--- config.mk ---
export PLATFORM = sky130hd
export DESIGN_NAME = irq_encoder8_flat
export DESIGN_NICKNAME = d
export VERILOG_FILES = /design/src/rtl/irq_encoder8_if.sv /design/src/rtl/irq_encoder8.sv /design/src/flat_wrapper.sv
export SDC_FILE = /design/constraint.sdc
export NUM_CORES = 1
export LEC_CHECK = 0
export ABC_CLOCK_PERIOD_IN_PS = 2750
export CAP_MARGIN = 5
export CORE_ASPECT_RATIO = 0.8
export CORE_UTILIZATION = 30
export CTS_CLUSTER_DIAMETER = 50
export DETAILED_ROUTE_END_ITERATION = 8
export PLACE_DENSITY = 0.65
export SKIP_LAST_GASP = 1
export SLEW_MARGIN = 20
export SYNTH_ARGS = -nofsm -noshare
export SYNTH_HDL_FRONTEND = slang
export SYNTH_SLANG_ARGS = --single-unit
--- constraint.sdc ---
create_clock -name clk -period 2.75 [get_ports clk]
set_input_delay 0.6875 -clock clk [delete_from_list [all_inputs] [get_ports clk]]
set_output_delay 0.6875 -clock clk [all_outputs]
set_load 0.01 [all_outputs]
--- src/rtl/irq_encoder8_if.sv ---
// rtl/irq_encoder8_if.sv - grant handshake between the request encoder and its controller
interface irq_encoder8_if #(
    parameter int N = 3
);
    logic [N-1:0] n;
    logic         valid;
    logic         ack;

    modport master (
        output n,
        output valid,
        input  ack
    );

    modport slave (
        input  n,
        input  valid,
        output ack
    );
endinterface

--- src/rtl/irq_encoder8.sv ---
// rtl/irq_encoder8.sv - edge-latched request priority encoder with valid/ack grant handshake
module irq_encoder8 #(
    parameter int N = 3
) (
    input  logic              clk,
    input  logic              clrn,
    input  logic [2**N-1:0]   req,
    input  logic [2**N-1:0]   mask,
    input  logic              ena,
    input  logic              clr_lost,
    irq_encoder8_if.master    irq,
    output logic [2**N-1:0]   pend,
    output logic [2**N-1:0]   lost
);
    localparam int L = 2**N;

    typedef enum logic {IDLE, PRESENT} state_t;

    state_t         state;
    logic [L-1:0]   req_q;
    logic [L-1:0]   rise;
    logic [L-1:0]   cand;
    logic [L-1:0]   clr_vec;
    logic [L-1:0]   lost_set;
    logic [N-1:0]   sel;
    logic           take;

    assign take     = (state == PRESENT) && irq.ack;
    assign rise     = req & ~req_q;
    assign cand     = pend & ~mask;
    assign lost_set = rise & pend & ~clr_vec;

    always_comb begin
        clr_vec = '0;
        if (take) begin
            clr_vec[irq.n] = 1'b1;
        end
    end

    // Ascending scan: the last hit is the highest index, which has priority.
    always_comb begin
        sel = '0;
        for (int i = 0; i < L; i++) begin
            if (cand[i]) begin
                sel = N'(i);
            end
        end
    end

    always_ff @(posedge clk or negedge clrn) begin
        if (!clrn) begin
            state     <= IDLE;
            req_q     <= '0;
            pend      <= '0;
            lost      <= '0;
            irq.n     <= '0;
            irq.valid <= 1'b0;
        end else begin
            req_q <= req;
            // A coincident rise re-arms the line being acknowledged.
            pend  <= (pend & ~clr_vec) | rise;
            lost  <= (clr_lost ? '0 : lost) | lost_set;
            case (state)
                IDLE: begin
                    if (ena && (cand != '0)) begin
                        irq.n     <= sel;
                        irq.valid <= 1'b1;
                        state     <= PRESENT;
                    end
                end
                PRESENT: begin
                    if (irq.ack) begin
                        irq.valid <= 1'b0;
                        state     <= IDLE;
                    end
                end
                default: begin
                    irq.valid <= 1'b0;
                    state     <= IDLE;
                end
            endcase
        end
    end
endmodule

--- src/flat_wrapper.sv ---
// flat-port wrapper written by rule: the top's interface ports become plain ports
module irq_encoder8_flat 
#(
    parameter int N = 3
)
  (clk, clrn, req, mask, ena, clr_lost, pend, lost, irq_n, irq_valid, irq_ack);
  irq_encoder8_if #(.N(N)) irq_i ();
  input  logic clk;
  input  logic clrn;
  input  logic [2**N-1:0] req;
  input  logic [2**N-1:0] mask;
  input  logic ena;
  input  logic clr_lost;
  output logic [2**N-1:0] pend;
  output logic [2**N-1:0] lost;
  output wire logic [$bits(irq_i.n)-1:0] irq_n;
  output wire logic [$bits(irq_i.valid)-1:0] irq_valid;
  input wire logic [$bits(irq_i.ack)-1:0] irq_ack;
  assign irq_n = irq_i.n;
  assign irq_valid = irq_i.valid;
  assign irq_i.ack = irq_ack;
  irq_encoder8 #(.N(N)) u_core (.clk(clk), .clrn(clrn), .req(req), .mask(mask), .ena(ena), .clr_lost(clr_lost), .irq(irq_i), .pend(pend), .lost(lost));
endmodule
==> results.json <==
{
  "crit_family": "compound AO/OA/AOI/OAI gates",
  "clkSlewWorstSetupHoldPaths_ns": 0.06,
  "cts_sinks": 29,
  "critPathMaxStageDelay_ns": 0.56,
  "fmax_mhz": 465,
  "synth_area_leaders": "dfrtp_1, nand2b_1, o22ai_1",
  "r2r_start": "u_core.pend[7]",
  "status": "complete, but fails checks",
  "final_cell_area_sq_mm": 0.00169,
  "seq_area_frac_synth_pct": 63.2,
  "period_minus_slack_ns": 2.15,
  "htree_num_levels": 2,
  "grt_overflow": 0,
  "drc": 7,
  "syn_area_sq_mm": 0.00115,
  "drv_cap": 0,
  "end_kind": "flop",
  "dp_hpwl_um": 1920,
  "wl_per_cell_um": 13.9,
  "synth_ff_type": "dfrtp_1",
  "yosysWarnings": 0,
  "violations": "design-rule violations",
  "max_slew_margin_pct": 74.7,
  "portBuffers": 40,
  "maxSlewViolCount": 0,
  "n_fill_cell": 322,
  "core_area_sq_mm": 0.00354,
  "min_path_type": "flop to flop",
  "r2r_end": "u_core.irq.n[0]",
  "layout.cells.non_filler": 189,
  "hold_buffers": 0,
  "dieArea_sq_mm": 0.00408,
  "irDropWorstVdd_mv": 0.214,
  "die_h_um": 57.3,
  "yosys.area.top_type_share_pct": 63.2,
  "fin_nets": 168,
  "finClkSkew_ns": 0.00441,
  "clkLatencyLatePin_ns": 0.28,
  "crit_path_top_delay_cell": "o41a_1",
  "grt_max_degree": 30,
  "critPathLaunchType": "input pin",
  "path_cells": "clkdlybuf4s50_1 > nand2b_2 > nand4_1 > o41a_1 > mux2_4",
  "netlist_top_cells_count": "dfrtp_1, nand2_1, inv_1, nand2b_1, o22ai_1",
  "grt_antenna_before_repair": 0,
  "netlist_instances": 100,
  "regArea_sq_um": 726,
  "synth-edff-count": 0,
  "p_leak_nw": 0.715,
  "cts-resized-gates": 0,
  "yosysMostFrequentCell": "dfrtp_1",
  "place_area_sq_mm": 0.00160,
  "clockRootBuffer": "clkbuf_8",
  "worst_slew_pin_slew_ns": 0.379,
  "syn_to_final_growth_pct": 47.3,
  "required_ns": 2.91,
  "syn_area_per_cell_sq_um": 11.5,
  "start_util_pct": 32.4,
  "drt_iter0_markers": 54,
  "critPathArrivalTime_ns": 2.32,
  "r2r_setup_slack_ns": 1.09,
  "grt_pass1_wl_um": 4270,
  "hold_depth": 2,
  "yosysTopAreaCell": "dfrtp_1",
  "cp_max_fo": 5,
  "multi_input_area_sq_um": 377,
  "syn_nets": 121,
  "finalHoldViolations": 0,
  "ios": 41,
  "worst-path-buf-inv": 1,
  "cts_tree": "built",
  "rows": 19,
  "vias": 884,
  "synth-async-reset-ratio_pct": 100,
  "drt-vias-per-instance": 4.68,
  "post_cts_buffers": 0,
  "fin_crit_sh_pct": 78.3,
  "drt.antenna.violating_nets": 0,
  "tns_ns": 0,
  "crit_type": "input pin to flop",
  "drive_gt1_share_pct": 8.84,
  "ys_types": 21,
  "ys_seq_elements": 29,
  "place_congestion": 0.768,
  "setup_viol": 0,
  "reg2reg_depth": 4,
  "die_width_um": 71.1,
  "grt_pass1_vias": 893,
  "antenna_cells": 0,
  "post-place-cells": 182,
  "grt_usage_pct": 14.5,
  "rsz0062_at_grt": "false",
  "cts_inserted_buffers": 5,
  "routed_wl_um": 2640,
  "cts_buffer_depth": 2,
  "hp-start": "u_core.req_q[7]",
  "hold_end": "u_core.pend[7]",
  "final_core_util_pct": 47.7,
  "p_per_area_mw_per_mm2": 729,
  "dr.pass1.iters": 6
}
## worst reg2reg max path: stages (launching register included)
cell	delay [ns]
dfrtp_1	0.40
nand2b_2	0.10
nand4_1	0.15
o41a_1	0.56
mux2_4	0.34
## state kept, by name, summed over array words and instances, names as in the netlist
register          count
u_core.irq.valid      1
u_core.irq.n          3
u_core.req_q          8
u_core.pend           8
u_core.state          1
u_core.lost           8
## report_power, final
group          internal [W]  total [W]  switching (W)
clock network      0.000198   0.000348       0.000150
logic              0.000188   0.000332       0.000143
registers          0.000493   0.000553      0.0000599
total              0.000879    0.00123       0.000353
## layer usage
metal	vias to the layer above	track usage, %	share of wire, %
met4	0	4.57	0.87
met5	-	0	0
met2	31	21.2	44
met1	419	19.1	47
li1	432	-	-
met3	2	6.89	7.4
## layout by cell type, fill, tap and decap left out, types with 2 or more instances in the layout
cell / netlist / routed
clkbuf_8: 0 / 6
o22ai_1: 8 / 8
nor2b_1: 3 / 3
o31ai_1: 2 / 2
mux2_4: 2 / 2
nand2b_1: 11 / 11
o21ai_0: 6 / 6
nand2_1: 12 / 12
a2bb2oi_1: 2 / 2
clkdlybuf4s50_1: 0 / 40
nand2b_2: 4 / 4
inv_1: 11 / 11
dfrtp_1: 29 / 29
## final cells by class
| cell class | count | share of cell area [%] |
|---|---|---|
| inverter | 11 | 2.44 |
| clock buffer | 7 | 5.11 |
| multi-input combinational | 59 | 22.3 |
| tap | 42 | 3.11 |
| timing repair buffer | 41 | 24.1 |
| sequential | 29 | 42.9 |
## how the worst max path moves through the flow
stage             from         endpoint  cells after the start
2_1_floorplan  mask[7]  u_core.irq.n[2]                      4
3_3_place_gp   mask[7]  u_core.irq.n[0]                      5
3_5_place_dp   mask[7]  u_core.irq.n[0]                      5
4_1_cts        mask[7]  u_core.irq.n[0]                      5
5_1_grt        mask[7]  u_core.irq.n[0]                      5
6_report       mask[7]  u_core.irq.n[0]                      5
## cells by family after synthesis
group / share of synthesized area, %
AOI/OAI and AO/OA: 13.1
buffers and inverters: 3.93
DFF: 63.3
muxes: 3.49
and+or+nand+nor: 16.2
## metrics by stage
stage | setup WS (ns) | total power, W | hold slack (ns)
floorplan | 0.898 | 0.000695 | 0.392
global placement | 0.379 | 0.000884 | 0.498
detailed placement | 0.308 | 0.000893 | 0.510
CTS | 0.608 | 0.00125 | 0.519
global route | 0.557 | 0.00131 | 0.547
finish | 0.597 | 0.00123 | 0.515
Note: power is estimated with default switching activity, not from simulation.
